$ cat config.mk
export PLATFORM = sky130hd
export DESIGN_NAME = alu_req_arbiter
export DESIGN_NICKNAME = d
export VERILOG_FILES = /design/src/rtl/alu_req_arbiter.sv
export SDC_FILE = /design/constraint.sdc
export NUM_CORES = 1
export LEC_CHECK = 0
export CAP_MARGIN = 20
export CORE_ASPECT_RATIO = 1.5
export CORE_MARGIN = 5
export CORE_UTILIZATION = 45
export DETAILED_ROUTE_END_ITERATION = 12
export PLACE_DENSITY_LB_ADDON = 0.15
export RECOVER_POWER = 100
export SETUP_SLACK_MARGIN = 0.4
export SLEW_MARGIN = 10
export SYNTH_ARGS = -nofsm -noshare
export SYNTH_HDL_FRONTEND = slang
export SYNTH_SLANG_ARGS = --single-unit
export TNS_END_PERCENT = 5
$ cat constraint.sdc
create_clock -name clk -period 2.7 [get_ports clk]
set_clock_uncertainty 0.15 [all_clocks]
set_input_delay 0.54 -clock clk [delete_from_list [all_inputs] [get_ports clk]]
set_output_delay 0.54 -clock clk [all_outputs]
set_load 0.05 [all_outputs]
$ cat src/rtl/alu_req_arbiter.sv
// alu_req_arbiter: shares one 4-bit ALU between two valid/ready requesters.
// Arbitrates (round-robin or fixed priority), captures the winner's operands,
// holds them for EXEC_CYCLES cycles, then presents a tagged, registered
// response on a valid/ready channel. Only one op is in flight at a time.
//
// Ports
//   clk, rst                   clock, synchronous active-high reset
//   r0_valid/a/b/op, r0_ready  requester 0 request channel (ready is combinational)
//   r1_valid/a/b/op, r1_ready  requester 1 request channel (ready is combinational)
//   resp_valid, resp_ready     response handshake
//   resp_id                    requester that issued the op
//   resp_result, resp_carry    ALU result and carry/borrow
//   busy                       high whenever an op is in flight
module alu_req_arbiter #(
  parameter bit          PRIO_FIXED  = 1'b0,
  parameter int unsigned EXEC_CYCLES = 1     // legal range 1..4
) (
  input  logic       clk,
  input  logic       rst,
  input  logic       r0_valid,
  input  logic [3:0] r0_a,
  input  logic [3:0] r0_b,
  input  logic [2:0] r0_op,
  output logic       r0_ready,
  input  logic       r1_valid,
  input  logic [3:0] r1_a,
  input  logic [3:0] r1_b,
  input  logic [2:0] r1_op,
  output logic       r1_ready,
  output logic       resp_valid,
  input  logic       resp_ready,
  output logic       resp_id,
  output logic [3:0] resp_result,
  output logic       resp_carry,
  output logic       busy
);

  localparam int unsigned DW  = 4;
  localparam int unsigned OPW = 3;
  localparam int unsigned CW  = 2;
  localparam logic [CW-1:0] CNT_LAST = CW'(EXEC_CYCLES - 1);

  typedef struct packed {
    logic [DW-1:0]  a;
    logic [DW-1:0]  b;
    logic [OPW-1:0] op;
    logic           id;
  } req_t;

  typedef enum logic [1:0] {
    ST_IDLE = 2'd0,
    ST_EXEC = 2'd1,
    ST_RESP = 2'd2
  } state_t;

  state_t        state_q, state_d;
  req_t          req_q, req_d;
  logic          last_grant_q, last_grant_d;
  logic [CW-1:0] cnt_q, cnt_d;
  logic          resp_valid_q, resp_valid_d;
  logic          resp_id_q, resp_id_d;
  logic [DW-1:0] resp_result_q, resp_result_d;
  logic          resp_carry_q, resp_carry_d;
  logic          busy_q, busy_d;

  logic grant0, grant1, in_idle;

  // ALU: returns {carry, result}; add/sub use a 5-bit intermediate so bit 4
  // is the carry-out or the borrow (a < b).
  function automatic logic [DW:0] alu_eval(input req_t r);
    logic [DW:0] sum5;
    logic [DW:0] diff5;
    sum5  = {1'b0, r.a} + {1'b0, r.b};
    diff5 = {1'b0, r.a} - {1'b0, r.b};
    case (r.op)
      3'b000:  alu_eval = sum5;
      3'b001:  alu_eval = diff5;
      3'b010:  alu_eval = {1'b0, r.a & r.b};
      3'b011:  alu_eval = {1'b0, r.a | r.b};
      3'b100:  alu_eval = {1'b0, r.a ^ r.b};
      3'b101:  alu_eval = {1'b0, r.a};
      3'b110:  alu_eval = {1'b0, r.b};
      default: alu_eval = '0;
    endcase
  endfunction

  // Arbitration: a sole valid always wins; on a tie r0 wins under fixed
  // priority, otherwise the requester that was not granted last time.
  assign grant0  = r0_valid & (~r1_valid | PRIO_FIXED | last_grant_q);
  assign grant1  = r1_valid & ~grant0;
  assign in_idle = (state_q == ST_IDLE);

  assign r0_ready = in_idle & grant0;
  assign r1_ready = in_idle & grant1;

  // State and datapath registers
  always_ff @(posedge clk) begin
    if (rst) begin
      state_q       <= ST_IDLE;
      req_q         <= '0;
      last_grant_q  <= 1'b1;
      cnt_q         <= '0;
      resp_valid_q  <= 1'b0;
      resp_id_q     <= 1'b0;
      resp_result_q <= '0;
      resp_carry_q  <= 1'b0;
      busy_q        <= 1'b0;
    end else begin
      state_q       <= state_d;
      req_q         <= req_d;
      last_grant_q  <= last_grant_d;
      cnt_q         <= cnt_d;
      resp_valid_q  <= resp_valid_d;
      resp_id_q     <= resp_id_d;
      resp_result_q <= resp_result_d;
      resp_carry_q  <= resp_carry_d;
      busy_q        <= busy_d;
    end
  end

  // Next-state and next-output logic
  always_comb begin
    state_d       = state_q;
    req_d         = req_q;
    last_grant_d  = last_grant_q;
    cnt_d         = cnt_q;
    resp_valid_d  = resp_valid_q;
    resp_id_d     = resp_id_q;
    resp_result_d = resp_result_q;
    resp_carry_d  = resp_carry_q;

    case (state_q)
      ST_IDLE: begin
        if (r0_ready || r1_ready) begin
          req_d.a      = r1_ready ? r1_a  : r0_a;
          req_d.b      = r1_ready ? r1_b  : r0_b;
          req_d.op     = r1_ready ? r1_op : r0_op;
          req_d.id     = r1_ready;
          last_grant_d = r1_ready;
          cnt_d        = '0;
          state_d      = ST_EXEC;
        end
      end
      ST_EXEC: begin
        cnt_d = cnt_q + CW'(1);
        if (cnt_q == CNT_LAST) begin
          {resp_carry_d, resp_result_d} = alu_eval(req_q);
          resp_id_d    = req_q.id;
          resp_valid_d = 1'b1;
          state_d      = ST_RESP;
        end
      end
      ST_RESP: begin
        // Response registers hold until the consumer takes them.
        if (resp_ready) begin
          resp_valid_d = 1'b0;
          state_d      = ST_IDLE;
        end
      end
      default: begin
        state_d = ST_IDLE;
      end
    endcase

    busy_d = (state_d != ST_IDLE);
  end

  assign resp_valid  = resp_valid_q;
  assign resp_id     = resp_id_q;
  assign resp_result = resp_result_q;
  assign resp_carry  = resp_carry_q;
  assign busy        = busy_q;

endmodule

Yosys cells after proc, flatten, opt, wreduce, memory -nomap -nowiden
Cells that the tools add are included.
- flip-flop bits (word level): 25
- output and inout bits: 10
- input port bits: 27
- add/subtract/negate cells: 3
- muxes and demuxes: 13
- eq/ne operators: 11
- bitwise operators: 10
- reduce and logical (&&, ||, !) cells: 11
- operator list (cell ; number):
    $pmux 5 s7 ; 1
    $eq 3x3->1 const B ; 3
    $mux 2 ; 4
    $mux 4 ; 2
    $eq 3x2->1 const B ; 2
    $pmux 2 s3 ; 1
    $reduce_and 2->1 ; 3
    $reduce_bool 2->1 ; 3
    $add 4x4->5 ; 1
    $sub 4x4->5 ; 1
    $and 1x1->1 ; 4
    $and 4x4->4 ; 1
    $logic_not 2->1 ; 2
    $ne 2x2->1 const B ; 2
    $or 4x4->4 ; 1
    $pmux 2 s2 ; 1
    $xor 4x4->4 ; 1
    $eq 3x1->1 const B ; 1
    $logic_not 3->1 ; 1
    $mux 3 ; 1
    $reduce_and 3->1 ; 1
    $add 2x1->2 const B ; 1
    $eq 2x1->1 const B ; 1
    $eq 2x2->1 const B ; 1
    6 further kinds ; 8

Logic depth before layout (Yosys ltp)
Gate-level depths: netlist of run 1.
- depth after elaboration: 10
- gate-level depth with buffers: 9
- mapped depth without buffers: 9

Least setup slack after synthesis of run 1
Ideal clock, no wire load.
- kind: reg-to-reg
- start: reg req_q[2] in the netlist's numbering
- end: reg resp_result_q[2], in the netlist resp_result[2]
- buffers on the path: 1
- slack: 396 ps
- stages on the path, launching flop included: 10
- data required time: 2433 ps
- clock period less this slack: 2304 ps
- arrival: 2037 ps
- cell sequence: dfxtp_1 -> buf_4 -> nor2_1 -> nand2_1 -> mux2i_1 -> fa_1 -> xnor2_1 -> nor2_1 -> a211o_1 -> a32o_1
- word-level cells in the longest chain between the ends: 2
- ends and longest elaborated chain (item ; RTL line ; text):
    start, declared ; 57 ; req_t req_q, req_d;
    start signal, assigned ; 110 ; req_q <= req_d;
    $eq 3x3->1 (tied with other cells) ; 75 ; case (r.op)
    $pmux 5 s7 * ; 75 ;
    end signal, assigned ; 115 ; resp_result_q <= resp_result_d;
    end, declared ; 62 ; logic [DW-1:0] resp_result_q, resp_result_d;
Mark *: on every way between the ends. The rest lies on a longest branch, timed or not.
A chain may end at the register's enable or synchronous reset.

Worst setup path in the final report of run 1
- start: in r1_valid
- end: out r0_ready
- word-level cells in the longest chain between the ends: 4
- ends and longest elaborated chain (item ; RTL line ; text):
    start, declared ; 25 ; input logic r1_valid,
    $not 1->1 ; 89 ; assign grant0 = r0_valid & (~r1_valid | PRIO_FIXED | last_grant_q);
    $or 1x1->1 ; 89 ;
    $and 1x1->1 ; 89 ;
    $and 1x1->1 ; 93 ; assign r0_ready = in_idle & grant0;
    end, declared ; 24 ; output logic r0_ready,
No other way between the ends.

==> metrics.md, run 1 <==
| Metric | Value |
|---|---|
| Area contributors post-synth | dfxtp_1 (31%), ha_1 (11%), a21oi_1 (6.9%) |
| Layout cells sized above 1 | 11.16% |
| Synth warn | 0 |
| Die Width | 58.69 um |
| Static leakage | 0.8153 nW |
| Internal | 0.8061 mW |
| Setup total negative slack | 0 ns |
| Synth Area in Compound Gates | 26.66% |
| Pre-Repair DR Iteration Count | 4 |
| Asr flop ratio synth | 0% |
| Largest net degree at the start of global routing | 16 |
| IO Port Bufs | 36 |
| Outcome | finished clean |
| All-Layer GR Usage | 16.82% |
| Grt met1 use | 20.10% |
| Fmax | 413.9 MHz |
| Met2 Use GR | 29.50% |
| Synth Area in XOR/XNOR | 2.189% |
| Avg Synthesized Cell Area | 8.604 um2 |
| Leading area contributor after synthesis | dfxtp_1 |
| Largest family of logic cells by synthesized area | compound AO/OA/AOI/OAI gates |
| Wire length per cell | 14.92 um |
| Die Area | 4873 um2 |
| First-pass GRT wire length | 6.506 mm |
| Detailed-route wire length | 3.968 mm |
| Sequential share of power | 36.2% |
| Iter 0 DRT Violations | 36 |
| Pwr Density | 639.9 nW/um2 |
| Multi-input logic area | 947.2 um2 |
| Period Utilization, post-route | 89.49% |
| Fillers | 331 |
| GR Util met3 | 1.708% |
| Adder-cell share of the synthesized area | 12.20% |
| Die Ht | 83.04 um |
| Gpl congestion | 0.8582 |
| Later-pin clock latency in the skew report | 0.26 ns |
| CP Capture Type | primary output |
| CP required | 2.01 ns |
| NetSw | 0.5070 mW |
| Synthesized cell area | 1600 um2 |
| Clock Tree Buf Depth | 2 |
| Final Critical Period | 2.416 ns |
| Routed Antenna Nets | 0 |
| Final HPWL DP | 3.062 mm |
| Clock Pin Slew Worst Setup and Hold Paths | 0.08 ns |
| Clk pwr share | 16.5% |
| Commonest non-fill, non-tap cell in the layout | clkdlybuf4s50_1 |
| Critical Path Start Type | input pin |
| Most used routing layer | met2 |
| Final #Nets | 267 |
| Final setup viols | 0 |
| Setup CP Type | in -> out |
| Hold/Removal Path Class | reg -> reg |
| Final Hold Viols | 0 |
| Cells after Synth | 186 |
| Core Rows | 26 |
| Most frequent cells in the layout | clkdlybuf4s50_1 (25), dfxtp_1 (23), nand2_1 (21) |
| Mux share of post-synthesis cell area | 2.580% |
| Comb pwr share | 47.3% |
| CTS Sinks | 25 |
| Critical Path AT | 1.73 ns |
| CTS H-tree depth | 1 |
| Rel. slew slack | 66.17% |
| Sequential Area | 505.5 um2 |
| Core region area | 3416 um2 |
| Final slew viol count | 0 |
| Simple-gate portion of the synthesized area | 16.73% |
| Vias in the first global route | 1,423 |
| Sequential-to-total area share from yosys stat | 31.27% |
| Yosys top cell area share | 31.27% |
| RSZ-0062 raised after global routing | yes |
| Number of diodes | 0 |
| Initial antenna violation count | 0 |
| Vias | 1,480 |
| IR drop worst, VDD | 376.1 uV |
| Sw frac | 38.61% |
| CTS tree | done |
| EDFF count, synth | 0 |
| Total power | 1.313 mW |
| I/O Pins | 37 |
| Root Buffer | clkbuf_8 |
| Initial Utilization | 46.85% |
| Number of max-cap violations | 0 |
| Crit path max fanout | 5 |
| Worst slew pin tran | 0.4946 ns |
| Distinct cells, synth | 43 |
| P&R area growth vs syn | 28.23% |
| Detailed-route vias per instance | 5.564 |
| Total grt overflow | 0 |
| CTS Buf Count | 3 |
| Syn_nets | 228 |
| Remaining DRCs | 0 |
| Top FF cell, synth | dfxtp_1 |
| Number of synthesized register bits | 25 |
==> worst max-delay path: stages <==
cell	delay [ns]
dlygate4sd3_1	0.60
nand2b_1	0.09
and3_1	0.20
clkbuf_2	0.30
==> routing by layer <==
metal / vias up / wire length, um
met5: - / 0
met4: 0 / 103
met3: 10 / 106
met2: 39 / 2166
met1: 692 / 1591
li1: 739 / -
==> per-stage QoR <==
step                setup WS [ns]  instance area, um2  cells  utilization (%)  hold WS, ns
floorplan                  0.4638                1603    186                -       0.2816
global placement           0.4054                1996    258            58.42       0.2997
detailed placement         0.3662                1996    258            58.42       0.3069
CTS                        0.4032                2043    262            59.82       0.3188
global route               0.1900                2052    266            60.07       0.3447
finish                     0.2838                2052    266            60.07       0.3100
==> cell families (layout without fill, tap and decap cells) <==
| kind of cell | Yosys count | count (layout) |
|---|---|---|
| XOR/XNOR | 4 | 4 |
| buffers and inverters | 25 | 63 |
| multiplexers | 4 | 4 |
| AND/OR/NAND/NOR | 52 | 52 |
| adder cells (fa/ha/maj) | 15 | 15 |
| flip-flops | 25 | 25 |
| AO/OA/AOI/OAI | 61 | 61 |
==> area by class of cell <==
type                    count  share of cell area [%]
multi-input cells         136                   46.16
flip-flops and latches     25                   24.63
repair buffers             46                   22.07
well taps                  42                   2.561
inverters                  13                   2.378
clock buffers               4                   2.195
==> timing repair <==
item	in CTS	in global routing
pin swaps	0	5
endpoints found under the hold margin	0	0
hold buffers	0	0
resized for setup	2	8
buffers inserted	0	4
endpoints found under the setup margin	1	5
==> flip-flops by register name (all words and copies together) (netlist names) <==
signal        flops
resp_id           1
resp_valid        1
cnt_q             2
resp_carry        1
busy              1
req_q            12
state_q           2
resp_result       4
last_grant_q      1
==> power groups by stage <==
stage | clock [mW] | combinational [mW] | sequential (mW)
finish | 0.217 | 0.621 | 0.475
global route | 0.240 | 0.686 | 0.484
CTS | 0.223 | 0.611 | 0.475
detailed placement | 0 | 0.608 | 0.483
global placement | 0 | 0.598 | 0.479
floorplan | 0 | 0.378 | 0.534
==> synthesized netlist by cell type (all sizes together) (4+ instances only) <==
library cell	count
nand2	21
o21ai	10
nor2	9
a21oi	22
inv	13
a22oi	11
nor3	5
xnor2	4
and3	4
dfxtp	25
buf	10
ha	14
==> worst paths after layout <==
path / to / cells past startpoint / slack [ns] / from
hold reg to reg: resp_id / 2 / 0.31 / resp_id
setup / recovery: r0_ready / 4 / 0.28 / r1_valid
hold / removal: resp_id / 2 / 0.31 / resp_id
setup reg to reg: resp_result[2] / 8 / 0.35 / req_q[5]
Power figures use the tool's default switching activity.
==> inputs of run 2 (changes only) <==
--- a/config.mk
+++ b/config.mk
@@ -7,3 +7,2 @@
 export LEC_CHECK = 0
-export CAP_MARGIN = 20
 export CORE_ASPECT_RATIO = 1.5
--- a/constraint.sdc
+++ b/constraint.sdc
@@ -4,2 +4,2 @@
 set_output_delay 0.54 -clock clk [all_outputs]
-set_load 0.05 [all_outputs]
+set_load 0.005 [all_outputs]
==> run 2 against run 1 <==
Effect of this change: sequential share of layout area about the same; via count down 0.41%; combinational power down 17%; cell count down 1.1%; first-iteration DRC count down 11%; die area unchanged; sequential power about the same; flip-flop and latch count unchanged; worst hold slack better by 0.0098 ns; clock power up 6%; global-route usage down 0.12 points; largest power group unchanged.
==> metrics.md, run 2 (synthesis gave the netlist of run 1 again) <==
| Metric | Value |
|---|---|
| Vias | 1,474 (was 1,480) |
| Number of flip-flops under the largest register name | 12 (unchanged) |
| Static leakage | 0.7843 nW (was 0.8153 nW) |
| Layout cells sized above 1 | 11.76% (was 11.16%) |
| CTS Buf Count | 3 (unchanged) |
| Reg-to-reg endpoint | resp_result[2] (unchanged) |
| Worst path depth | 4 (unchanged) |
| Gpl congestion | 0.8222 (was 0.8582) |
| Critical Path Start Type | input pin (unchanged) |
| Max incr delay on CP | 0.57 ns (was 0.60 ns) |
| RSZ-0062 raised after global routing | yes (unchanged) |
| Worst path cell trace | clkdlybuf4s25_1 > nand2b_1 > and3_4 > dlygate4sd3_1 (was dlygate4sd3_1 > nand2b_1 > and3_1 > clkbuf_2) |
| Fmax | 417.8 MHz (was 413.9 MHz) |
| Final Critical Period | 2.394 ns (was 2.416 ns) |
| Max layer used | met4 (unchanged) |
| Largest net degree at the start of global routing | 16 (unchanged) |
| CP Capture Type | primary output (unchanged) |
| Setup total negative slack | 0 ns (unchanged) |
| Pre-Repair DR Iteration Count | 4 (unchanged) |
| I/O Pins | 37 (unchanged) |
| IO Port Bufs | 36 (unchanged) |
| Wire length per cell | 14.48 um (was 14.92 um) |
| Number of max-cap violations | 0 (unchanged) |
| Design Area, Final | 2046 um2 (was 2052 um2) |
| CTS Sinks | 25 (unchanged) |
| Routed Antenna Nets | 0 (unchanged) |
| Root Buffer | clkbuf_8 (unchanged) |
| Setup CP Type | in -> out (unchanged) |
| Core Rows | 26 (unchanged) |
| Later-pin clock latency in the skew report | 0.27 ns (was 0.26 ns) |
| RR Startpoint | req_q[4] (was req_q[5]) |
| Final setup viols | 0 (unchanged) |
| Met3 wire len | 102 um (was 106 um) |
| Die Ht | 83.04 um (unchanged) |
| CTS H-tree depth | 1 (unchanged) |
| Iter 0 DRT Violations | 32 (was 36) |
| Clock Pin Slew Worst Setup and Hold Paths | 0.09 ns (was 0.08 ns) |
| Placement Cell Area | 1983 um2 (was 1996 um2) |
| Final HPWL DP | 3.032 mm (was 3.062 mm) |
| Worst slew pin tran | 0.6302 ns (was 0.4946 ns) |
| Die Area | 4873 um2 (unchanged) |
| Remaining DRCs | 0 (unchanged) |
| Vias in the first global route | 1,527 (was 1,423) |
| Most frequent cells in the layout | dfxtp_1 (24), clkdlybuf4s50_1 (24), nand2_1 (21), a21oi_1 (21) (was clkdlybuf4s50_1 (25), dfxtp_1 (23), nand2_1 (21)) |
| Crit path max fanout | 5 (unchanged) |
| Period Utilization, post-route | 88.66% (was 89.49%) |
| Critical Path AT | 1.70 ns (was 1.73 ns) |
| Final #Nets | 264 (was 267) |
| Detailed-route wire length | 3.808 mm (was 3.968 mm) |
| Outcome | finished clean (unchanged) |
| CP delay by family, top | buffers and inverters (unchanged) |
| Pwr Density | 593.9 nW/um2 (was 639.9 nW/um2) |
| Met1 wire length | 1.494 mm (was 1.591 mm) |
| CTS tree | done (unchanged) |
| Total grt overflow | 0 (unchanged) |
| Core region area | 3416 um2 (unchanged) |
| Initial Utilization | 46.85% (unchanged) |
| All-Layer GR Usage | 16.70% (was 16.82%) |
| WP buf/inv | 2 (unchanged) |
| Detailed-route vias per instance | 5.605 (was 5.564) |
| IR drop worst, VDD | 392.1 uV (was 376.1 uV) |
| Reg2reg setup slack | 0.37 ns (was 0.35 ns) |
| Reg with most FFs | req_q (unchanged) |
| Critical Path Start | r1_valid (unchanged) |
| Final Hold Viols | 0 (unchanged) |
| R2R cell count | 8 (unchanged) |
| Initial antenna violation count | 0 (unchanged) |
| Hold/Removal Path Class | reg -> reg (unchanged) |
| Final slew viol count | 0 (unchanged) |
| Crit path to | r0_ready (unchanged) |
| Clock Tree Buf Depth | 2 (unchanged) |
| Wire length on met2 | 2.086 mm (was 2.166 mm) |
| Slowest cell on the critical path | dlygate4sd3_1 (unchanged) |
| First-pass GRT wire length | 6.534 mm (was 6.506 mm) |
| P&R area growth vs syn | 27.83% (was 28.23%) |
| Rel. slew slack | 57.99% (was 66.17%) |
| CP required | 2.01 ns (about the same) |
| Number of diodes | 0 (unchanged) |
| Die Width | 58.69 um (unchanged) |
[run 2: changes by cell type in the layout (fill, tap and decap cells not counted), sizes merged]
| cell | change |
|---|---|
| dlygate4sd2 | +1 |
| buf | -5 |
| dlygate4sd3 | +1 |
| clkinvlp | +1 |
| clkdlybuf4s25 | +1 |
| clkbuf | -1 |
| clkdlybuf4s50 | -1 |
[run 2: power by group]
part	internal, mW	total [mW]	switching, mW
combinational	0.261	0.513	0.252
clock	0.105	0.229	0.124
sequential	0.421	0.473	0.0518
[run 2: repair_timing]
action                     CTS  global route
hold buffers                 0             0
pin swaps                    0             3
buffers inserted             0             0
gates resized for setup      4            11
cloned                       0             0
setup endpoints to repair    4             5
[run 2: worst min-delay path by stage]
stage	start	endpoint	slack (ns)	cells past startpoint
6_report	resp_result[2]	resp_result[2]	0.32	1
5_1_grt	resp_result[2]	resp_result[2]	0.35	1
4_1_cts	resp_result[2]	resp_result[2]	0.33	1
3_5_place_dp	resp_result[2]	resp_result[2]	0.31	1
3_3_place_gp	resp_id	resp_id	0.31	2
2_1_floorplan	req_q[0]	resp_id	0.28	2
[run 2: worst reg2reg max path, cell delays in order, from the launching register on]
cell and delay [ns]:
dfxtp_1 0.43, inv_1 0.10, ha_2 0.31, mux2i_1 0.10, fa_1 0.45, xnor2_1 0.15, nor2_1 0.05, a211o_1 0.27
a32o_1 0.24
[run 2: layer usage]
layer	track usage, %	vias up
met5	0	-
met4	8.866	0
met3	1.242	11
met2	30.01	31
met1	18.67	700
li1	-	732
[run 2: cell type report]
class                      instances  area [um2]
clock buffer                       3       41.29
sequential                        25       504.2
inverter                          13       48.80
clock inverter                     1       7.507
tap                               42       52.55
fill                             331        1370
timing repair buffer              43       407.9
multi-input combinational        136       983.4
[run 2: metrics by stage]
| step | setup slack [ns] | instances | hold slack, ns | utilization, % | total power, mW |
|---|---|---|---|---|---|
| after floorplan | 0.4638 | 186 | 0.2816 | - | 0.8294 |
| after global placement | 0.2082 | 259 | 0.3081 | 58.06 | 0.9799 |
| after detailed placement | 0.1739 | 259 | 0.3089 | 58.06 | 0.9978 |
| after CTS | 0.3939 | 263 | 0.3315 | 59.49 | 1.228 |
| after global routing | 0.2376 | 263 | 0.3466 | 59.89 | 1.305 |
| final | 0.3063 | 263 | 0.3198 | 59.89 | 1.215 |
==> inputs of run 3 (changes only) <==
CORE_UTILIZATION = 50   (was 45)
==> run 3 against run 2 <==
Effect of this change: die area decreased by 8.6%; clock power is 2% lower; largest cell class unchanged; clock-buffer cell count unchanged; sequential share of layout area rose by 0.11 points; sequential power is essentially flat.
==> metrics.md, run 3 (synthesis gave the netlist of run 1 again) <==
| Metric | Value |
|---|---|
| Reg with most FFs | req_q (unchanged) |
| Layout cells sized above 1 | 11.26% (was 11.76%) |
| Period Utilization, post-route | 88.85% (was 88.66%) |
| Detailed-route vias per instance | 5.691 (was 5.605) |
| Final slew viol count | 0 (unchanged) |
| CTS Buf Count | 3 (unchanged) |
| Routed Antenna Nets | 0 (unchanged) |
| Crit path to | resp_result[2] (was r0_ready) |
| Die Area | 4455 um2 (was 4873 um2) |
| Clock Tree Buf Depth | 2 (unchanged) |
| First-pass GRT wire length | 6.417 mm (was 6.534 mm) |
| CTS Sinks | 25 (unchanged) |
| Layout Utilization | 65.12% (was 59.89%) |
| IO Port Bufs | 36 (unchanged) |
| Number of max-cap violations | 0 (unchanged) |
| Final Critical Period | 2.399 ns (was 2.394 ns) |
| Die Width | 56.19 um (was 58.69 um) |
| Vias in the first global route | 1,508 (was 1,527) |
| Remaining DRCs | 0 (unchanged) |
| Final HPWL DP | 3.115 mm (was 3.032 mm) |
| R2R cell count | 8 (unchanged) |
| All-Layer GR Usage | 18.08% (was 16.70%) |
| Clock Pin Slew Worst Setup and Hold Paths | 0.09 ns (about the same) |
| Total grt overflow | 0 (unchanged) |
| Initial Utilization | 51.16% (was 46.85%) |
| IR drop worst, VDD | 357.0 uV (was 392.1 uV) |
| I/O Pins | 37 (unchanged) |
| Gpl congestion | 0.9290 (was 0.8222) |
| Crit path max fanout | 6 (was 5) |
| Most frequent cells in the layout | clkdlybuf4s50_1 (25), dfxtp_1 (24), a21oi_1 (22) (was dfxtp_1 (24), clkdlybuf4s50_1 (24), nand2_1 (21), a21oi_1 (21)) |
| Final Hold Viols | 0 (unchanged) |
| Number of diodes | 0 (unchanged) |
| Die Ht | 79.29 um (was 83.04 um) |
| Core Rows | 25 (was 26) |
| Hold/Removal Path Class | reg -> reg (unchanged) |
| Largest net degree at the start of global routing | 16 (unchanged) |
| Iter 0 DRT Violations | 49 (was 32) |
| CP Capture Type | flop (was primary output) |
| Commonest non-fill, non-tap cell in the layout | clkdlybuf4s50_1 |
| Critical Path Start | req_q[4] (was r1_valid) |
| Detailed-route wire length | 3.830 mm (was 3.808 mm) |
| CTS H-tree depth | 1 (unchanged) |
| Number of flip-flops under the largest register name | 12 (unchanged) |
| Pwr Density | 600.4 nW/um2 (was 593.9 nW/um2) |
| Setup total negative slack | 0 ns (unchanged) |
| Reg-to-reg endpoint | resp_result[2] (unchanged) |
| Pre-Repair DR Iteration Count | 4 (unchanged) |
| Initial antenna violation count | 0 (unchanged) |
| Rel. slew slack | 57.30% (was 57.99%) |
| Critical Path Start Type | flop (was input pin) |
| Core region area | 3128 um2 (was 3416 um2) |
| Fillers | 276 (was 331) |
| Root Buffer | clkbuf_8 (unchanged) |
| CTS tree | done (unchanged) |
| Setup CP Type | reg -> reg (was in -> out) |
| CP required | 2.72 ns (was 2.01 ns) |
| Fmax | 416.8 MHz (was 417.8 MHz) |
| Critical Path AT | 2.42 ns (was 1.70 ns) |
| Wire length per cell | 14.62 um (was 14.48 um) |
| Later-pin clock latency in the skew report | 0.27 ns (about the same) |
| Worst slew pin tran | 0.6405 ns (was 0.6302 ns) |
| Static leakage | 0.7861 nW (was 0.7843 nW) |
| RR Startpoint | req_q[4] (unchanged) |
| P&R area growth vs syn | 27.29% (was 27.83%) |
| Min-delay src | resp_id (was resp_result[2]) |
| Final setup viols | 0 (unchanged) |
| Vias | 1,491 (was 1,474) |
| Reg2reg setup slack | 0.30 ns (was 0.37 ns) |
| Outcome | finished clean (unchanged) |
| RSZ-0062 raised after global routing | yes (unchanged) |
| Final #Nets | 265 (was 264) |
run 3: worst min-delay path by stage:
stage          slack (ns)      end  cells past startpoint
3_5_place_dp         0.31  resp_id                      2
2_1_floorplan        0.28  resp_id                      2
5_1_grt              0.36  resp_id                      2
3_3_place_gp         0.30  resp_id                      2
4_1_cts              0.32  resp_id                      2
6_report             0.31  resp_id                      2
run 3: cell type report:
type	count	area, um2	share of cell area [%]
multi-input combinational	136	970.9	47.67
sequential	25	504.2	24.75
timing repair buffer	44	414.1	20.33
tap	40	50.05	2.457
inverter	13	48.80	2.396
clock buffer	3	41.29	2.027
clock inverter	1	7.507	0.3686
run 3: worst max-delay path, cell delays in order (launching register included):
cell and delay [ns]:
dfxtp_1 0.43, inv_1 0.09, ha_1 0.29, mux2i_1 0.12, fa_1 0.45, xnor2_1 0.18
nor2_1 0.06, a211o_1 0.29, a32o_1 0.25
run 3: metal layers:
layer | wire [um] | vias up | global-route usage, %
met3 | 146 | 12 | 3.089
met4 | 138 | 0 | 9.739
met2 | 2102 | 43 | 34.89
met1 | 1443 | 699 | 17.85
li1 | - | 737 | -
met5 | 0 | - | 0
run 3: where the power goes:
group          internal (mW)  leakage [nW]  switching (mW)
Clock                  0.105        0.0217           0.119
Combinational          0.262         0.558           0.264
Sequential             0.421         0.206          0.0514
Total                  0.788         0.786           0.435
run 3: per-stage QoR:
step                area, um2  setup slack (ns)  power [mW]  hold WS, ns  std cells
finish                   2037            0.3010       1.223       0.3108        262
global route             2037            0.1864       1.317       0.3554        262
global placement         1988            0.2452      0.9844       0.2951        258
CTS                      2049            0.3954       1.244       0.3187        262
detailed placement       1988            0.1709       1.014       0.3054        258
floorplan                1603            0.4638      0.8294       0.2816        186
run 3: what timing repair did:
item,4_1_cts,5_1_grt
pin swaps,0,3
buffers inserted,0,0
resized for setup,7,5
endpoints found under the setup margin,5,5
hold buffers,0,0
